--- config.mk ---
export PLATFORM = sky130hd
export DESIGN_NAME = pulse_stretch_mc
export DESIGN_NICKNAME = d
export VERILOG_FILES = /design/src/rtl/pulse_stretch_mc.sv
export SDC_FILE = /design/constraint.sdc
export NUM_CORES = 1
export LEC_CHECK = 0
export ABC_CLOCK_PERIOD_IN_PS = 4730
export CORE_UTILIZATION = 40
export DETAILED_ROUTE_END_ITERATION = 8
export DONT_BUFFER_PORTS = 1
export HOLD_SLACK_MARGIN = 0.02
export MAX_ROUTING_LAYER = met4
export PLACE_DENSITY_LB_ADDON = 0.25
export SYNTH_ARGS = -nofsm -noshare
export SYNTH_HDL_FRONTEND = slang
export SYNTH_SLANG_ARGS = --single-unit
--- constraint.sdc ---
create_clock -name clk -period 4.73 [get_ports clk]
set_input_delay 1.1825 -clock clk [delete_from_list [all_inputs] [get_ports clk]]
set_output_delay 1.1825 -clock clk [all_outputs]
set_load 0.01 [all_outputs]
--- src/rtl/pulse_stretch_mc.sv ---
// Multi-channel pulse stretcher: each accepted trigger yields an L-cycle high
// output, with ignore / retrigger / queue-one overlap handling per channel.
module pulse_stretch_mc #(
    parameter int CHANNELS = 4,
    parameter int CNT_W    = 8,
    parameter bit EDGE_DET = 1'b1
) (
    input  logic                clk,
    input  logic                rst,
    input  logic [CHANNELS-1:0] in_pulse,
    input  logic [CNT_W-1:0]    len,
    input  logic [1:0]          mode,
    input  logic [CHANNELS-1:0] clr_ovr,
    output logic [CHANNELS-1:0] out_pulse,
    output logic [CHANNELS-1:0] done,
    output logic [CHANNELS-1:0] overrun,
    output logic                busy
);

    typedef enum logic [1:0] {
        ST_IDLE    = 2'd0,
        ST_STRETCH = 2'd1,
        ST_GAP     = 2'd2
    } state_e;

    localparam logic [CNT_W-1:0] ONE = {{(CNT_W-1){1'b0}}, 1'b1};

    state_e             state_q [CHANNELS];
    state_e             state_d [CHANNELS];
    logic [CNT_W-1:0]   cnt_q   [CHANNELS];
    logic [CNT_W-1:0]   cnt_d   [CHANNELS];
    // Queued length, held as L-1 so GAP can load it straight into cnt.
    logic [CNT_W-1:0]   plen_q  [CHANNELS];
    logic [CNT_W-1:0]   plen_d  [CHANNELS];

    logic [CHANNELS-1:0] pend_q, pend_d;
    logic [CHANNELS-1:0] in_d_q;
    logic [CHANNELS-1:0] out_q, out_d;
    logic [CHANNELS-1:0] done_q, done_d;
    logic [CHANNELS-1:0] ovr_q, ovr_d;
    logic [CHANNELS-1:0] trig;
    logic [CNT_W-1:0]    len_m1;
    logic                m_retrig;
    logic                m_queue;

    // Event detection and shared decode of length / overlap policy.
    always_comb begin
        trig     = EDGE_DET ? (in_pulse & ~in_d_q) : in_pulse;
        len_m1   = (len == '0) ? '0 : (len - ONE);
        m_retrig = (mode == 2'b01);
        m_queue  = (mode == 2'b10);
    end

    // Per-channel next-state: stretch counting, overlap policy, done/overrun.
    always_comb begin
        for (int i = 0; i < CHANNELS; i++) begin
            state_d[i] = state_q[i];
            cnt_d[i]   = cnt_q[i];
            plen_d[i]  = plen_q[i];
            pend_d[i]  = pend_q[i];
            out_d[i]   = out_q[i];
            done_d[i]  = 1'b0;
            ovr_d[i]   = ovr_q[i] & ~clr_ovr[i];
            unique case (state_q[i])
                ST_IDLE: begin
                    if (trig[i]) begin
                        state_d[i] = ST_STRETCH;
                        out_d[i]   = 1'b1;
                        cnt_d[i]   = len_m1;
                    end
                end
                ST_STRETCH: begin
                    if (trig[i] && m_retrig) begin
                        cnt_d[i] = len_m1;
                    end else begin
                        if (trig[i]) begin
                            if (m_queue && !pend_q[i]) begin
                                pend_d[i] = 1'b1;
                                plen_d[i] = len_m1;
                            end else begin
                                ovr_d[i] = 1'b1;
                            end
                        end
                        if (cnt_q[i] != '0) begin
                            cnt_d[i] = cnt_q[i] - ONE;
                        end else begin
                            out_d[i]   = 1'b0;
                            done_d[i]  = 1'b1;
                            state_d[i] = pend_d[i] ? ST_GAP : ST_IDLE;
                        end
                    end
                end
                ST_GAP: begin
                    // Pending slot is still occupied here, so every policy drops.
                    if (trig[i]) begin
                        ovr_d[i] = 1'b1;
                    end
                    state_d[i] = ST_STRETCH;
                    out_d[i]   = 1'b1;
                    cnt_d[i]   = plen_q[i];
                    pend_d[i]  = 1'b0;
                end
                default: begin
                    state_d[i] = ST_IDLE;
                    out_d[i]   = 1'b0;
                end
            endcase
        end
    end

    // State and registered outputs, cleared asynchronously.
    always_ff @(posedge clk or posedge rst) begin
        if (rst) begin
            for (int i = 0; i < CHANNELS; i++) begin
                state_q[i] <= ST_IDLE;
                cnt_q[i]   <= '0;
                plen_q[i]  <= '0;
            end
            pend_q <= '0;
            in_d_q <= '0;
            out_q  <= '0;
            done_q <= '0;
            ovr_q  <= '0;
        end else begin
            for (int i = 0; i < CHANNELS; i++) begin
                state_q[i] <= state_d[i];
                cnt_q[i]   <= cnt_d[i];
                plen_q[i]  <= plen_d[i];
            end
            pend_q <= pend_d;
            in_d_q <= in_pulse;
            out_q  <= out_d;
            done_q <= done_d;
            ovr_q  <= ovr_d;
        end
    end

    // Any channel not idle keeps busy asserted.
    always_comb begin
        busy = 1'b0;
        for (int i = 0; i < CHANNELS; i++) begin
            busy = busy | (state_q[i] != ST_IDLE);
        end
    end

    assign out_pulse = out_q;
    assign done      = done_q;
    assign overrun   = ovr_q;

endmodule

* Word level (Yosys, flattened, before mapping)
Cells that the tools add are included.
Word-level totals: bits of input ports 20, bits in registers 92, output and inout bits 13, word-level logic and storage cells 229
Operators by class: reductions and logical operators 49, bitwise logic cells 17, add/subtract/negate cells 5, muxes and demuxes 109, eq/ne operators 26
Operator list (count):
- $mux W8 | 13
- $pmux W8 S3 | 4
- $mux W1 | 60
- $sub A8 B1 Y8 const B | 5
- $mux W2 | 16
- $reduce_bool A8 Y1 | 4
- $ne A2 B2 Y1 const B | 12
- $pmux W2 S3 | 4
- $reduce_and A3 Y1 | 8
- $pmux W1 S2 | 8
- $reduce_and A4 Y1 | 4
- $reduce_bool A2 Y1 | 8
- $ne A3 B3 Y1 const B | 4
- $pmux W1 S3 | 4
- $reduce_bool A3 Y1 | 4
- $eq A2 B1 Y1 const B | 5
- $eq A2 B2 Y1 const B | 5
- $logic_and A1 B1 Y1 | 8
- $logic_not A2 Y1 | 4
- $logic_not A8 Y1 | 1
- $not A1 Y1 | 8
- $reduce_and A2 Y1 | 4
- $and A1 B1 Y1 | 4
- $and A4 B4 Y4 | 1
- 3 further kinds | 8

* Longest topological paths before layout
Gate-level depths: netlist (run 1).
depth after elaboration 10, mapped depth 8, depth with buffers taken out 7

* Least setup slack after synthesis (run 1)
No wires, ideal clock.
kind input-to-reg, from input port len[0], to register cnt_q[22] in the netlist's numbering, setup slack 2.112 ns, cell stages on the path 7, arrival 2.492 ns, buffers on the path 0, required time 4.604 ns, library setup time 0.126 ns, path through inv_1 -> ha_1 -> nand2b_1 -> nor4_1 -> mux2i_1 -> nor3b_1 -> a221o_1
On the way: cells in the longest elaborated chain, start to end 4, elaborated cells on any way between the ends 6, those cells by class add/sub: 1; mux: 4; reduce/logical: 1
Ends and longest elaborated chain:
- from (decl) | line 11 | input logic [CNT_W-1:0] len,
- $sub A8 B1 Y8 or $logic_not A8 Y1 (tied branches) | line 49 | len_m1 = (len == '0) ? '0 : (len - ONE);
- $mux W8 (*) | line 49
- $mux W8, on equally long branches | line 73, 66
- $pmux W8 S3 (*) | line 64 | unique case (state_q[i])
- to (signal, indexed assignment) | line 127 | cnt_q[i] <= cnt_d[i];
- to (decl) | line 30 | logic [CNT_W-1:0] cnt_q [CHANNELS];
Mark *: on every way between the ends. The rest lies on a longest branch, timed or not. The select of a mux whose other input is x is not followed. A chain may end at the register's enable or synchronous reset.

* Worst setup path after layout (run 1)
from input port mode[1], to register cnt_q[30] in the netlist's numbering
On the way: cells in the longest elaborated chain, start to end 4, elaborated cells on any way between the ends 6, those cells by class eq/ne: 2; mux: 2; reduce/logical: 2
Ends and longest elaborated chain:
- from (decl) | line 12 | input logic [1:0] mode,
- $eq A2 B1 Y1 (*) | line 50 | m_retrig = (mode == 2'b01);
- $logic_and A1 B1 Y1 (*) | line 73 | if (trig[i] && m_retrig) begin
- $ne A3 B3 Y1 (no source line) or $mux W8 (tied branches)
- $reduce_and A3 Y1 (no source line) or $pmux W8 S3 (tied branches)
Mark *: on every way between the ends. The rest lies on a longest branch, timed or not.

==> summary.md, run 1 <==
| Metric | Value |
|---|---|
| DR pass1 iterations | `5` |
| YS warnings | `0` |
| Mapped Cells | `574` |
| Crit Path Max Fanout | `17` |
| Placed inst area | `5329 um^2` |
| GRT Util Overall | `between 20% and 30%` |
| # fillers | `1263` |
| Boundary Pins | `33` |
| Synth cell types | `between 50 and 60` |
| Diodes inserted | `0` |
| Area grow syn2layout | `7.755%` |
| Initial core utilization | `slightly above 40%` |
| Drc violations | `0` |
| Finished Cell Area | `around 5600 um^2` |
| Clk_lat worst skew | `between 0.3 and 0.4 ns` |
| Post-synth EDFFs | `0` |
| Remaining antenna violation count | `0` |
| Power per cell area | `683.0 nW/um^2` |
| Non-filler cells, final | `between 700 and 800` |
| Postcts setup bufs | `0` |
| Cell Area, Synth | `about 5200 um^2` |
| Area occupied by multi-input gates | `roughly 2700 um^2` |
| Total negative slack | `0 ns` |
| Period utilization | `58.36%` |
| GRT overflow | `0` |
| Setup crit start kind | `input pin` |
| WP data required | `4.99 ns` |
| Clk sink count | `90` |
| Clock root buffer | `clkbuf_16` |
| Slew headroom | `12.01%` |
| # H-tree levels | `3` |
| Worst hold path type | `flip-flop to flip-flop` |
| Syn Nets | `620` |
| Share of the synthesized area in the top cell type | `43.08%` |
| Dpl cells | `724` |
| Routed length per instance | `approximately 18 um` |
| Post-cts resize count | `0` |
| Leading post-synthesis cells by cell area | `dfrtp_1 (43%), ha_1 (6.2%), o21ai_0 (6.1%)` |
| Lkg Pwr | `roughly 2.4 nW` |
| Ratio of cells with drive above 1 in the final layout | `7.937%` |
| Peak supply drop | `397.0 uV` |
| Area leader, netlist | `dfrtp_1` |
| Max Cap Viol | `0` |
| Crit-path cells | `nand2b_1 > o21ai_0 > o21a_1 > nand2_1 > o221ai_1` |
| Total power | `0.003847 W` |
| Seq cells post-synth | `90` |
| Slew Viols, Final | `0` |
| Hold Buf Count CTS | `0` |
| CTS buffer count | `9` |
| Register area | `2252 um^2` |
| Clock slew at reported path FFs | `0.07 ns` |
| RSZ-0062 raised after global routing | `no` |
| Status | `finished, final reports clean` |
| Die area | `13530 um^2` |
| Total Wirelength | `13.19 mm` |
| Min Tclk post-route | `2.761 ns` |
| Crit end category | `flip-flop` |
| CTS Buffer Depth | `2` |
| Placeable Area | `about 13000 um^2` |
| First-pass GRT wire length | `21.50 mm` |
| Via count | `between 4000 and 5000` |
| Final setup viols | `0` |
| 1st-iter DRT viols | `421` |
| Syn avg cell area | `9.107 um^2` |
| CP Data Arrival Time | `3.02 ns` |
| Fraction of registers with async set/reset | `100.0%` |
| CP max stage delay | `0.63 ns` |
| Fmax | `362.2 MHz` |
| Site Rows | `41` |
| Worst Max-Slew Pin Slew | `approximately 1.3 ns` |
| Critical-path top delay cell | `o21ai_0` |
| Highest-count cells in the layout ignoring fill and taps | `dfrtp_1 (90), nand2_1 (69), o21ai_0 (64)` |
| Most common cell after layout, fill and taps aside | `dfrtp_1` |
| Final nets | `~600` |
| TritonCTS clock tree | `yes` |
| Register area share after synthesis | `43.08%` |
| Antenna violations before repair | `0` |
| Largest net degree at the start of global routing | `63` |
| Die span in y | `approximately 120 um` |
| Clock skew | `0.01036 ns` |
| GP Congestion | `0.8204` |
| Dpl hpwl | `9.460 mm` |
| WS Path Type | `input pin to flip-flop` |
| Post-synth top flop | `dfrtp_1` |
| Vias in the first global route | `between 4000 and 5000` |
| Vias/cell | `5.705` |
| Port Buffers | `0` |
| Hold violation total from the final report | `0` |
| Die W | `116.3 um` |
## state kept, by name (all words and copies together), names as in the netlist
name / cells
cnt_q: 32
done: 4
in_d_q: 4
out_pulse: 4
overrun: 4
pend_q: 4
plen_q: 32
state_q: 6
## path summary, 6_finish.rpt
check | slack [ns] | depth (start not counted) | endpoint | from
worst max-delay path | 1.97 | 5 | cnt_q[30] | mode[1]
worst min-delay path | 0.48 | 2 | plen_q[6] | plen_q[6]
worst max register to register | 2.21 | 5 | cnt_q[22] | cnt_q[20]
worst min register to register | 0.48 | 2 | plen_q[6] | plen_q[6]
max in group asynchronous | 2.95 | 2 | cnt_q[16] | rst
min in group asynchronous | 0.83 | 1 | state_q[7] | rst
## cells by family after synthesis
kind of cell	count (synthesis)	share of synthesized area [%]
AO/OA/AOI/OAI	171	19.91
XOR/XNOR	21	3.518
adder cells (fa/ha/maj)	26	6.223
buffers and inverters	61	5.170
flip-flops	90	43.08
multiplexers	18	3.782
AND/OR/NAND/NOR	187	18.31
## report_power, final
group	internal (W)	total, W	switching (W)
Combinational	0.000693	0.00168	0.000990
Sequential	0.00110	0.00142	0.000312
Clock	0.000436	0.000749	0.000313
Total	0.00223	0.00385	0.00162
## cell usage after synthesis (4+ instances only)
cell and instances:
dfrtp_1 90, nand2_1 69, o21ai_0 64, a21oi_1 45
inv_1 37, nor2_1 31, ha_1 26, a22oi_1 19
xnor2_1 17, clkbuf_1 15, mux2_2 14, nor3_1 13
nand2b_1 11, nand3_1 8, nor2b_1 8, or3_1 7
or4_1 6, nor3b_1 5, o221ai_1 5, or2_2 5
a221oi_1 4, a31oi_1 4, and2_1 4, buf_4 4
mux2i_1 4, nor4_1 4, o31ai_1 4, xor2_1 4
## layer usage
layer	vias up	wire [um]	global-route usage, %	share of wire (%)
met5	-	0	-	0
met4	0	199	6.239	1.5
met3	16	906	6.383	6.9
met2	111	6174	34.04	47
met1	2079	5908	27.81	45
li1	2010	-	-	-
## metrics by stage
stage / hold WS, ns / setup slack [ns] / utilization (%)
final: 0.4835 / 1.969 / 44.46
after global routing: 0.5216 / 1.827 / 44.46
after CTS: 0.4895 / 2.021 / 44.46
after detailed placement: 0.4739 / 1.635 / 42.06
after global placement: 0.4604 / 1.768 / 42.06
after floorplan: 0.4418 / 1.212 / -
## final cells by class
class                           instances  share of cell area, %
Clock inverter                          4                 0.9107
Timing Repair Buffer                    2                 0.2665
Inverter                               37                  2.510
Clock buffer                           11                  4.487
Tap cell                              172                  3.821
Multi-Input combinational cell        423                  48.02
Sequential cell                        90                  39.98
## critical path, delay by kind of cell
kind | cells | cell delay, ns
AOI/OAI and AO/OA | 3 | 1.36
and+or+nand+nor | 2 | 0.46
(Power assumes the default switching activity.)
==> run 2: changes to the inputs <==
--- a/config.mk
+++ b/config.mk
@@ -5,7 +5,8 @@
 export SDC_FILE = /design/constraint.sdc
 export NUM_CORES = 1
 export LEC_CHECK = 0
-export ABC_CLOCK_PERIOD_IN_PS = 4730
+export ABC_AREA = 1
+export ABC_CLOCK_PERIOD_IN_PS = 2800
 export CORE_UTILIZATION = 40
 export DETAILED_ROUTE_END_ITERATION = 8
 export DONT_BUFFER_PORTS = 1
==> constraint.sdc (replaced) <==
create_clock -name clk -period 2.8 [get_ports clk]
set_input_delay 0.7 -clock clk [delete_from_list [all_inputs] [get_ports clk]]
set_output_delay 0.7 -clock clk [all_outputs]
set_load 0.01 [all_outputs]
==> summary.md, run 2 <==
| Metric | Value |
|---|---|
| Slew Viols, Final | `0 (unchanged)` |
| Slew headroom | `50.90% (+39 points)` |
| Clock slew at reported path FFs | `0.06 ns (about the same)` |
| Post-synth top flop | `dfrtp_1` |
| Leading post-synthesis cells by cell area | `dfrtp_1 (39%), nand2_1 (17%), nor2_1 (6.4%)` |
| Vias in the first global route | `4831 (+16%)` |
| Clk sink count | `90 (unchanged)` |
| Setup crit start kind | `flip-flop` |
| Fraction of registers with async set/reset | `100.0% (unchanged)` |
| GP Congestion | `0.8901 (+8.5%)` |
| Dpl cells | `970 (+34%)` |
| Area occupied by multi-input gates | `3029 um^2 (+12%)` |
| Share of the synthesized area in the top cell type | `39.41% (-3.7 points)` |
| Cell Area, Synth | `5714 um^2 (+9.3%)` |
| Total negative slack | `0 ns (unchanged)` |
| Boundary Pins | `33 (unchanged)` |
| Largest registers | `cnt_q (32), plen_q (32), state_q (6)` |
| Via count | `4944 (+17%)` |
| TritonCTS clock tree | `yes` |
| Critical-path top delay cell | `dfrtp_1` |
| YS warnings | `0 (unchanged)` |
| Fmax | `around 450 MHz` |
| Most common cell after layout, fill and taps aside | `nand2_1` |
| Crit end category | `output pin` |
| Postcts setup bufs | `0 (unchanged)` |
| Seq cells post-synth | `90 (unchanged)` |
| Min Hold Slack | `0.3413 ns (-0.1422 ns)` |
| Final setup viols | `0 (unchanged)` |
| Worst Max-Slew Pin Slew | `0.7350 ns (-0.5710 ns)` |
| Hold violation total from the final report | `0 (unchanged)` |
| GRT overflow | `0 (unchanged)` |
| Sw Ratio | `47.34% (+5.4 points)` |
| Seq pwr share | `32.7% (-4.1 points)` |
| Initial core utilization | `41.01% (-0.25 points)` |
| Peak supply drop | `371.5 uV (-6.4%)` |
| CP Data Arrival Time | `1.52 ns (-1.50 ns)` |
| Max Cap Viol | `0 (unchanged)` |
| Mapped Cells | `801 (+40%)` |
| Total Wirelength | `13.92 mm (+5.6%)` |
| Post-cts resize count | `0 (unchanged)` |
| P_int | `0.003911 W (+75%)` |
| Worst hold path type | `input pin to asynchronous set/reset pin` |
| Commonest cells in the synthesized netlist | `nand2_1 (252), nor2_1 (98), dfrtp_1 (90)` |
| Register area | `2252 um^2 (unchanged)` |
| WS Path Type | `flip-flop to output pin` |
| Post-synth EDFFs | `0 (unchanged)` |
| Synth cell types | `35 (-41%)` |
| Count leader, synth | `nand2_1` |
| Syn Nets | `847 (+37%)` |
| Syn avg cell area | `7.134 um^2 (-22%)` |
| Hold Buf Count CTS | `0 (unchanged)` |
| Die area | `14770 um^2 (+9.1%)` |
| Status | `finished, final reports clean` |
| Clock skew | `0.005374 ns (-0.004989 ns)` |
| Crit-path cells | `inv_1 > ha_1 > nand4_1` |
| RSZ-0062 raised after global routing | `no` |
| Largest net degree at the start of global routing | `46 (-27%)` |
| Final nets | `847 (+39%)` |
| Non-filler cells, final | `986 (+33%)` |
| Lkg Pwr | `3.135 nW (+31%)` |
| Diodes inserted | `0 (unchanged)` |
| First-pass GRT wire length | `23.41 mm (+8.9%)` |
| Register area share after synthesis | `39.41% (-3.7 points)` |
| Area grow syn2layout | `8.518%` |
| P_sw | `0.003517 W (+120%)` |
| Die W | `121.5 um (+4.5%)` |
| CP max stage delay | `0.47 ns (-0.16 ns)` |
| Clock root buffer | `clkbuf_16` |
| Routed length per instance | `14.12 um (-21%)` |
| Site Rows | `43 (+4.9%)` |
| Crit Path Max Fanout | `5 (-12)` |
| Final core occ | `44.50% (+0.045 points)` |
| Highest-count cells in the layout ignoring fill and taps | `nand2_1 (252), nor2_1 (98), dfrtp_1 (90)` |
| Placeable Area | `13930 um^2 (+10%)` |
| Power per cell area | `1198 nW/um^2 (+75%)` |
| DR pass1 iterations | `5 (unchanged)` |
| Remaining antenna violation count | `0 (unchanged)` |
| Dpl hpwl | `10.11 mm (+6.9%)` |
| WP data required | `2.10 ns (-2.89 ns)` |
| 1st-iter DRT viols | `270 (-36%)` |
| Antenna violations before repair | `0 (unchanged)` |
| Clk_lat worst skew | `0.34 ns (about the same)` |
| # H-tree levels | `3 (unchanged)` |
| Combinational group share of total power | `50.9% (+7.2 points)` |
| Ratio of cells with drive above 1 in the final layout | `8.809% (+0.87 points)` |
| Die span in y | `121.5 um (+4.5%)` |
| GRT Util Overall | `21.02% (-0.93 points)` |
| Drc violations | `0 (unchanged)` |
| Period utilization | `79.19%` |
| CTS buffer count | `9 (unchanged)` |
| CTS Buffer Depth | `2 (unchanged)` |
| Min Tclk post-route | `2.217 ns` |
| # fillers | `1400 (+11%)` |
| Port Buffers | `0 (unchanged)` |
| Vias/cell | `5.014 (-12%)` |
| Clock power frac | `16.4% (-3.1 points)` |
| Area leader, netlist | `dfrtp_1` |
## run 2: worst paths after layout
check	end	slack, ns	depth (start not counted)	start
worst max-delay path	busy	0.58	3	out_pulse[2]
worst min-delay path	out_pulse[2]	0.34	1	rst
worst max register to register	cnt_q[22]	0.88	8	state_q[4]
worst min register to register	plen_q[24]	0.48	2	plen_q[24]
max in group asynchronous	plen_q[27]	1.76	2	rst
min in group clk	in_d_q[0]	0.38	0	in_pulse[0]
## run 2: critical path, delay by kind of cell, from the launching register on
family / cells / cell delay, ns
buffers and inverters: 1 / 0.14
adder cells (fa/ha/maj): 1 / 0.34
AND/OR/NAND/NOR: 1 / 0.22
flip-flops: 1 / 0.47
## run 2: per-layer routing
metal,track usage (%),routed length (um),up-vias
met3,2.350,466,24
met2,32.00,6311,87
met4,9.877,420,0
met5,-,0,-
met1,27.97,6723,2283
li1,-,-,2550
## run 2: power by group through the flow
stage          Clock (W)  Sequential, W  Combinational, W
6_report         0.00122        0.00243           0.00378
5_1_grt          0.00129        0.00251           0.00437
4_1_cts          0.00124        0.00242           0.00380
3_5_place_dp           0        0.00244           0.00377
3_3_place_gp           0        0.00243           0.00376
2_1_floorplan          0        0.00229           0.00303
## run 2: kinds of logic (layout without fill, tap and decap cells)
kind of cell | after synthesis | count (layout) | share of synthesized area, %
compound gates | 133 | 133 | 13.62
xor+xnor | 4 | 4 | 0.6130
fa+ha+maj | 26 | 26 | 5.693
buf+inv | 110 | 115 | 7.576
flops | 90 | 90 | 39.41
simple gates | 438 | 438 | 33.09
## run 2: final cells by class
| cell class | instances | share of cell area [%] |
|---|---|---|
| Clock buffer | 10 | 3.692 |
| Clock inverter | 6 | 0.9282 |
| Inverter | 94 | 5.771 |
| Multi-Input combinational cell | 601 | 48.85 |
| Sequential cell | 90 | 36.32 |
| Tap cell | 180 | 3.632 |
| Timing Repair Buffer | 5 | 0.8071 |
## run 2: through the flow
step	instance area [um^2]	power, W	setup WS, ns
after floorplan	5718	0.005319	0.8680
after global placement	5914	0.006193	0.6589
after detailed placement	5914	0.006214	0.6069
after CTS	6201	0.007460	0.5506
after global routing	6201	0.008166	0.5226
final	6201	0.007428	0.5826
